`config.mk`:
```
export PLATFORM = sky130hd
export DESIGN_NAME = mem_bus_arbiter
export DESIGN_NICKNAME = d
export VERILOG_FILES = /design/src/rtl/mem_bus_arbiter.sv
export SDC_FILE = /design/constraint.sdc
export NUM_CORES = 1
export LEC_CHECK = 0
export BUFFER_PORTS_ARGS = -buffer_cell sky130_fd_sc_hd__buf_2
export CORE_MARGIN = 2
export CORE_UTILIZATION = 47
export DETAILED_ROUTE_END_ITERATION = 10
export MAX_ROUTING_LAYER = met4
export PLACE_DENSITY = 0.9
export SLEW_MARGIN = 15
export SYNTH_ARGS = -nofsm -noshare
export SYNTH_HDL_FRONTEND = slang
export SYNTH_SLANG_ARGS = --single-unit
```
`constraint.sdc`:
```
create_clock -name clk -period 5.6 [get_ports clk]
set_input_delay 0.84 -clock clk [delete_from_list [all_inputs] [get_ports clk]]
set_output_delay 0.84 -clock clk [all_outputs]
set_load 0.005 [all_outputs]
```
`src/rtl/mem_bus_arbiter.sv`:
```
// Memory bus arbiter: shares one SRAM-like bus between instruction fetch (read only)
// and data access (read/write), one outstanding transaction at a time.
module mem_bus_arbiter #(
  parameter int unsigned ADDR_W       = 32,
  parameter int unsigned DATA_W       = 32,
  parameter int unsigned STARVE_LIMIT = 4
) (
  input  logic              clk,
  input  logic              rst,
  input  logic              flush,
  input  logic              if_req,
  input  logic [ADDR_W-1:0] if_addr,
  output logic [DATA_W-1:0] if_rdata,
  output logic              if_stall,
  input  logic              mem_req,
  input  logic              mem_wr,
  input  logic [1:0]        mem_size,
  input  logic [ADDR_W-1:0] mem_addr,
  input  logic [DATA_W-1:0] mem_wdata,
  output logic [DATA_W-1:0] mem_rdata,
  output logic              mem_stall,
  output logic              bus_req,
  output logic              bus_wr,
  output logic [1:0]        bus_size,
  output logic [ADDR_W-1:0] bus_addr,
  output logic [DATA_W-1:0] bus_wdata,
  input  logic              bus_addr_ok,
  input  logic              bus_data_ok,
  input  logic [DATA_W-1:0] bus_rdata
);

  localparam logic [2:0] IDLE  = 3'd0;
  localparam logic [2:0] ADDR  = 3'd1;
  localparam logic [2:0] DATA  = 3'd2;
  localparam logic [2:0] DONE  = 3'd3;
  localparam logic [2:0] DRAIN = 3'd4;

  localparam logic OWN_IF  = 1'b0;
  localparam logic OWN_MEM = 1'b1;

  localparam int unsigned STREAK_W = $clog2(STARVE_LIMIT + 1);
  localparam logic [STREAK_W-1:0] STREAK_MAX = STREAK_W'(STARVE_LIMIT);

  logic [2:0]          state;
  logic [2:0]          nextState;
  logic                owner;
  logic [STREAK_W-1:0] streak;
  logic                anyReq;
  logic                grantMem;

  assign anyReq = if_req | mem_req;
  // MEM has priority unless IF has been starved for STARVE_LIMIT grants in a row.
  assign grantMem = mem_req && !(if_req && (streak == STREAK_MAX));

  // Next-state logic; flush either aborts an unissued request or drains an accepted one.
  always_comb begin
    nextState = state;
    case (state)
      IDLE:    if (anyReq) nextState = ADDR;
      ADDR: begin
        if (bus_addr_ok)  nextState = flush ? DRAIN : DATA;
        else if (flush)   nextState = IDLE;
      end
      DATA: begin
        if (bus_data_ok)  nextState = flush ? IDLE : DONE;
        else if (flush)   nextState = DRAIN;
      end
      DONE:    nextState = IDLE;
      DRAIN:   if (bus_data_ok) nextState = IDLE;
      default: nextState = IDLE;
    endcase
  end

  // State, arbitration bookkeeping, latched bus command and read-data capture.
  always_ff @(posedge clk or posedge rst) begin
    if (rst) begin
      state     <= IDLE;
      owner     <= OWN_IF;
      streak    <= '0;
      bus_wr    <= 1'b0;
      bus_size  <= 2'd0;
      bus_addr  <= '0;
      bus_wdata <= '0;
      if_rdata  <= '0;
      mem_rdata <= '0;
    end else begin
      state <= nextState;
      if (state == IDLE && anyReq) begin
        if (grantMem) begin
          owner     <= OWN_MEM;
          bus_wr    <= mem_wr;
          bus_size  <= mem_size;
          bus_addr  <= mem_addr;
          bus_wdata <= mem_wdata;
          if (if_req) streak <= (streak == STREAK_MAX) ? STREAK_MAX : streak + 1'b1;
          else        streak <= '0;
        end else begin
          owner     <= OWN_IF;
          bus_wr    <= 1'b0;
          bus_size  <= 2'd2;
          bus_addr  <= if_addr;
          bus_wdata <= '0;
          streak    <= '0;
        end
      end
      // A flush arriving with the data turns this into a drain: the data is dropped.
      if (state == DATA && bus_data_ok && !flush && !bus_wr) begin
        if (owner == OWN_MEM) mem_rdata <= bus_rdata;
        else                  if_rdata  <= bus_rdata;
      end
    end
  end

  // Request is held for the whole ADDR state, so the command stays stable until accepted.
  always_comb begin
    bus_req = (state == ADDR);
  end

  // Stalls depend only on registered state plus the requesters' own req lines.
  always_comb begin
    if_stall  = !rst && ((if_req && !(state == DONE && owner == OWN_IF)) || state == DRAIN);
    mem_stall = !rst && ((mem_req && !(state == DONE && owner == OWN_MEM)) || state == DRAIN);
  end

endmodule

```
# Word-level counts from Yosys, hierarchy flattened
# Cells that the tools add are included.
# op_classes
add_sub_neg	1
multipliers	0
div	0
order_cmp	0
eq_ne	9
shifts	0
muxes	17
n_bitwise	2
n_reduce_logical	24
# ops
operator	n
2-to-1 mux 32 bit	2
2-to-1 mux 3 bit	10
logical AND 1 bit	12
case mux 3 bit (4 select lines)	1
== test 3 x 2 -> 1 bit (second input constant)	2
== test 3 bit (second input constant)	2
logical NOT 1 bit	6
2-to-1 mux 2 bit	2
!= test 2 bit (second input constant)	2
AND reduction 2 bit	2
AND reduction 4 bit	1
adder 3 x 1 -> 3 bit (second input constant)	1
== test 3 x 1 -> 1 bit (second input constant)	1
logical NOT 3 bit	1
!= test 3 x 2 -> 1 bit (second input constant)	1
!= test 3 bit (second input constant)	1
logical OR 1 bit	2
2-to-1 mux 1 bit	2
inverter 1 bit	1
OR 1 bit	1
# word_totals
regBits	138
latch_bits	0
ramBits	0
rom_bits	0
input_bits	138
output_inout_bits	134
word_cells	62
memories	0

# Depth between registers and ports, before layout
# Gate-level depths: netlist of the first run.
# depth
ltp_word	6
depth_mapped	7
mapped_depth_nobuf	5

# Worst setup path before layout of the first run
# No wires, ideal clock.
# synth_path
path_type	in2out
start	input port rst
end	output port if_stall
arrival_ps	4340
t_required_ps	4760
slack_ps	420
path_stages	3
n_path_buf	0
path_cell_list	inv_1 o21ai_0 a21oi_1
# synth_via
elab_chain_len	2
# synth_rtl
element	line	source
start: declaration	9	input logic rst,
logical NOT 1 bit	121	if_stall = !rst && ((if_req && !(state == DONE && owner == OWN_IF)) || state == DRAIN);
logical AND 1 bit	121	
end: declaration	14	output logic if_stall,
# No other way between the ends.

# Worst setup path in the final report of the first run
# layout_path
start	input port mem_req
end	register streak[0]
# layout_via
elab_chain_len	2
word_cells_on_any_way	4
classes_between	1 x mux; 1 x bitwise; 2 x reduce/logical
# layout_rtl
element	line	source
start: declaration	15	input logic mem_req,
logical AND 1 bit / OR 1 bit (equally long branches)	53, 51	
2-to-1 mux 3 bit / logical AND 1 bit (equally long branches)	89, 88	
end signal: assignment	95	if (if_req) streak <= (streak == STREAK_MAX) ? STREAK_MAX : streak + 1'b1;
end: declaration	47	logic [STREAK_W-1:0] streak;
# Several ways; a longest one is shown, not always the timed one.
# A chain may end at the register's enable or synchronous reset.

==> results of run 1 <==
layout make-up:
class	instances	share of cell area
clock buffer	21	0.06094
clock inverter	11	0.01492
inverter	7	0.003968
multi-input combinational	271	0.2777
sequential	138	0.4380
tap	168	0.02666
timing repair buffer	277	0.1777
kinds of logic after synthesis:
group           synth area share
simple gates             0.05735
buf+inv                  0.03766
fa+ha+maj               0.004279
compound gates            0.1641
mux                       0.1459
flops                     0.5906
where the power goes:
group	internal (mW)	switching [mW]
clock	0.700	0.413
combinational	0.730	0.676
sequential	1.42	0.253
final timing paths:
check / startpoint / endpoint / cells past startpoint
setup / recovery: mem_req / streak[0] / 5
hold / removal: if_rdata[15] / if_rdata[15] / 1
setup reg to reg: state[2] / bus_size[1] / 4
hold reg to reg: if_rdata[15] / if_rdata[15] / 1
max in group asynchronous: rst / if_rdata[21] / 3
min in group asynchronous: rst / bus_wdata[1] / 2
worst max-delay path, cell delays in order:
cell and delay (ps):
buf_2 540, or2_2 670, and3_1 700, buf_4 360, mux2i_1 210
registers in the layout (all words and copies together) (netlist names):
| signal | cells |
|---|---|
| bus_size | 2 |
| streak | 3 |
| bus_wr | 1 |
| if_rdata | 32 |
| bus_addr | 32 |
| mem_rdata | 32 |
| bus_wdata | 32 |
| owner | 1 |
| state | 3 |
layer usage:
layer	routed length [um]	up-vias
met3	1385	38
li1	-	2235
met4	419	0
met5	0	-
met2	8090	255
met1	6416	2432
stage by stage:
step                instances  power [mW]
floorplan                 460       2.410
detailed placement        861       3.086
global route              893       4.437
finish                    893       4.189
global placement          861       3.000
CTS                       893       4.217
synth_stat cells (all sizes together) (2+ instances only):
cell	number	area [um2]
nand3b	2	15.01
dfrtp	138	3453
nand4	2	12.51
a22o	34	297.8
ha	2	25.02
or2	2	12.51
nand2	3	11.26
o21ai	36	180.2
mux2i	2	20.02
buf	12	73.81
a21o	2	15.01
nand2b	2	12.51
nand3	35	175.2
nor2b	2	12.51
a21oi	5	25.02
a31oi	64	400.4
and3	2	12.51
inv	6	22.52
clkbuf	32	120.1
mux2	64	833.3
==> results.yml, run 1 <==
drt:
  drc: 0
  num_vias: 4960
  drtAntennaViolNets: 0
  avgRoutedWirePerCell_um: 18.27
  drt_iter0_drc: 438
  viasPerCell: 5.554
  first_pass_iters: 5
  totalWireLength_mm: 16.31
timing:
  rsz0062_at_grt: "false"
  hold_ws_ps: 479.4
  tightest_slew_ps: 1033
  maxSlewHeadroom: 0.3116
  hold_viol: 0
  setup_violations: 0
  fin_crit_ps: 3030
  finalMaxSlewViolations: 0
  fmax_mhz: 330.0
  fin_tns_setup_ps: 0
  setup_ws_ps: 2570
  fin_skew_ps: 6.627
  period_share: 0.5411
clocking:
  clock_latency_ps: 410
  hold_buffers: 0
  htreeDepth: 4
  clock-sinks: 138
  cts_inserted_buffers: 17
  post_cts_buffers: 0
  cts.path.max_buffers: 2
  cts_tree: "built"
  cts.reportedPaths.clkPinSlew_ps: 50
  cts-resized-gates: 0
  cts_root_buffer: "clkbuf_16"
yosys:
  avgSynthCellArea_um2: 12.71
  seq_area_frac_synth: 0.5906
  async_flop_share: 1.000
  syn_area_um2: 5847
  syn-num-nets: 600
  netlist_instances: 460
  synth-edff-count: 0
  synth_cell_types: 37
  yosys_warnings: 0
  synth_seq_cells: 138
  yosys_most_used_dff: "dfrtp_1"
global_routing:
  met1_usage: 0.2918
  grt_overflow: 0
  antenna_found_initial: 0
  grt_pass1_wl_mm: 24.52
  grt_pass1_vias: 4819
  met2_usage: 0.3981
  grt_max_degree: 77
  grt_use_total: 0.2474
  grt_busiest_layer: "met2"
  grt_util_met3: 0.06695
critical_path:
  critPathMaxFanout: 39
  timing.reg2reg.setup_slack_ps: 2950
  critPathLaunchType: "input pin"
  crit_arrival_ps: 3360
  cp-end-kind: "flip-flop"
  required_ps: 5930
  crit_type: "input pin to flip-flop"
place:
  hpwl_mm: 11.35
  place_ws_ps: 2195
  gp_congestion: 0.8394
  io_buffer_count: 271
  place_area_um2: 7279
final_layout:
  final_area_um2: 7884
  layout-drive-gt1-share: 0.5269
  fin_util: 0.6536
  multi_input_area_um2: 2190
  final-seq-area_um2: 3453
  nNetsFinal: 852
  layout_commonest_cell: "buf_2"
  nFillCells: 909
  mostFrequentLayoutCells: "buf_2, dfrtp_1, a31oi_1"
  num_antenna_cells: 0
  syn2layout_area_growth_pct: 34.84
floorplanning:
  die_height_um: 115.5
  ios: 272
  dieWidth_um: 115.5
  dieArea_um2: 13350
  core_area_um2: 12060
  rows: 40
  start_util: 0.4848
run:
  drv_cap: 0
run_status:
  status: "finished clean"
power_and_ir_drop:
  p_leak_nw: 4.096
  p_per_area_nw_per_um2: 531.4
  ir_drop_uv: 204.5
hold_path:
  worstHoldPathType: "flip-flop to flip-flop"
Note: power is estimated with default switching activity, not from simulation.
==> run 2: changes to the inputs <==
Settings changed: ABC_AREA set to 1, PLACE_DENSITY 0.9 to 0.89.
Clock period 5.6 ns to 3.2 ns, I/O delays scaled along.
==> run 2 against run 1 <==
Global-route usage down 1.7 points. Clock power up 100%. Clock-buffer cell count down 2. Die area up 2.0%. Critical path depth up 1. First-iteration DRC count down 12%. Hold slack worse by 390 ps. Synthesized cell count up 51%. Cell count up 28%. Utilization down 0.93 points. Routed wire length down 6.8%. Largest power group unchanged. Highest routed layer unchanged.
==> results.yml, run 2 <==
run_status:
  status: "finished clean"
yosys:
  synth_seq_cells: 138
  yosys_most_used_dff: "dfrtp_1"
  synth_top_area_share: 0.5787
  synth_mux_area_frac: 0
  seq_area_frac_synth: 0.5787
  synth_compound_area_frac: 0.08283
  synth_top_area_cell: "dfrtp_1"
  yosys_warnings: 0
  avgSynthCellArea_um2: 8.598
  syn_area_um2: 5967
  synth_simple_gate_area_share: 0.2621
  synth_top_family_by_area: "simple AND/OR/NAND/NOR gates"
  synth.top_cells.by_area: "dfrtp_1, nand2_1, o21ai_2, o21ai_1, inv_1"
  netlist_instances: 694
  ys_top_cells_by_count: "nand2_1, dfrtp_1, inv_1"
  synth_xor_area_frac: 0.001468
  synth_most_common_cell: "nand2_1"
  async_flop_share: 1.000
  synth_fa_ha_area_frac: 0.004194
  syn-num-nets: 834
  synth-edff-count: 0
  synth_cell_types: 22
final_layout:
  nFillCells: 1048
  layout_commonest_cell: "nand2_1"
  mostFrequentLayoutCells: "nand2_1, buf_2, dfrtp_1"
  syn2layout_area_growth_pct: 35.16
  final_cells: 1145
  layout-drive-gt1-share: 0.3615
  nNetsFinal: 1100
clocking:
  cts_root_buffer: "clkbuf_16"
  cts-resized-gates: 0
  clock-sinks: 138
  post_cts_buffers: 0
  cts_inserted_buffers: 17
  cts.reportedPaths.clkPinSlew_ps: 60
  cts.path.max_buffers: 2
  htreeDepth: 4
  clock_latency_ps: 410
  cts_tree: "built"
  hold_buffers: 0
critical_path:
  crit_chain: "inv_1 > nor2_1 > nand2_1 > o21ai_0 > a21oi_1 > buf_2"
  crit_family: "flip-flops"
  critPathMaxFanout: 3
  required_ps: 2720
  critPathLaunchType: "flip-flop"
  crit_path_max_incr_delay_ps: 430
  crit_buf_inv: 2
  worstSetupStartpoint: "state[1]"
  cpMaxStageDelayCell: "dfrtp_1"
  rr_startpoint: "state[0]"
  crit_arrival_ps: 1670
  cp-end-kind: "primary output"
  crit_type: "flip-flop to primary output"
timing:
  fin_skew_ps: 6.315
  tightest_slew_ps: 791.3
  fmax_mhz: 465.7
  fin_crit_ps: 2147
  rsz0062_at_grt: "false"
  setup_violations: 0
  finalMaxSlewViolations: 0
  fin_tns_setup_ps: 0
  maxSlewHeadroom: 0.4725
  period_share: 0.6711
  hold_viol: 0
drt:
  drc: 0
  totalWireLength_mm: 15.21
  avgRoutedWirePerCell_um: 13.28
  num_vias: 5377
  viasPerCell: 4.696
  drt_iter0_drc: 384
  first_pass_iters: 4
  drtAntennaViolNets: 0
global_routing:
  grt_pass1_vias: 5006
  grt_overflow: 0
  grt_use_total: 0.2303
  grt_pass1_wl_mm: 23.25
  antenna_found_initial: 2
  grt_max_degree: 65
floorplanning:
  core_area_um2: 12520
  die_height_um: 116.7
  dieArea_um2: 13610
  dieWidth_um: 116.7
  start_util: 0.4767
  rows: 41
  ios: 272
power_and_ir_drop:
  ir_drop_uv: 644.2
  p_per_area_nw_per_um2: 943.4
  p_leak_nw: 4.806
place:
  hpwl_mm: 11.17
  io_buffer_count: 271
  gp_congestion: 0.8632
  place_inst: 1113
run:
  drv_cap: 0
hold_path:
  worstHoldPathType: "input pin to asynchronous set/reset pin"
==> run 2: cell count changes in the layout (fill, tap and decap cells not counted), moves of 30 or more <==
cell / delta
inv_1: +37
a22o_1: -34
nand2_1: +371
a31oi_1: -63
mux2_2: -32
o21ai_1: +36
mux2_4: -30
==> run 2: where the power goes <==
part | switching, mW | internal (mW) | total [mW]
sequential | 0.425 | 2.51 | 2.93
combinational | 1.35 | 1.05 | 2.40
clock | 0.718 | 1.56 | 2.27
total | 2.50 | 5.11 | 7.61
==> run 2: kinds of logic after synthesis <==
kind of cell / count (synthesis)
simple gates: 396
flops: 138
buf+inv: 80
compound gates: 77
fa+ha+maj: 2
xor+xnor: 1
==> run 2: area by class of cell <==
cell class	count	area (um2)	share of cell area
clock buffers	19	442.9	0.05492
clock inverters	11	244.0	0.03025
inverters	48	183.9	0.02280
flip-flops and latches	138	3453	0.4282
multi-input cells	476	2092	0.2594
diodes	2	5.005	0.0006205
repair buffers	279	1429	0.1772
well taps	172	215.2	0.02668
==> run 2: metrics by stage <==
step | utilization | power (mW) | area (um2) | setup WS (ps) | hold slack (ps)
finish | 0.6443 | 7.609 | 8065 | 1053 | 90.40
global route | 0.6443 | 8.159 | 8065 | 868.7 | 108.2
CTS | 0.6439 | 7.681 | 8060 | 1078 | 78.40
detailed placement | 0.5891 | 5.369 | 7373 | 1057 | 460.4
global placement | 0.5891 | 5.265 | 7373 | 1095 | 455.6
floorplan | - | 4.270 | 5971 | 998.9 | 465.4
==> run 2: per-layer routing <==
layer | vias up | track usage | share of wire
met5 | - | - | 0
met4 | 0 | 0.1129 | 0.024
met3 | 24 | 0.06383 | 0.077
met2 | 231 | 0.3725 | 0.49
met1 | 2453 | 0.2658 | 0.41
li1 | 2669 | - | -
==> run 2: final timing paths <==
| check | endpoint | slack [ps] | cells past startpoint |
|---|---|---|---|
| worst max register to register | bus_addr[5] | 1260 | 7 |
| max in group asynchronous | bus_addr[30] | 2340 | 3 |
| worst min register to register | bus_addr[30] | 470 | 2 |
| min in group clk | bus_wdata[10] | 260 | 3 |
| worst max-delay path | if_stall | 1050 | 6 |
| worst min-delay path | streak[1] | 90 | 2 |
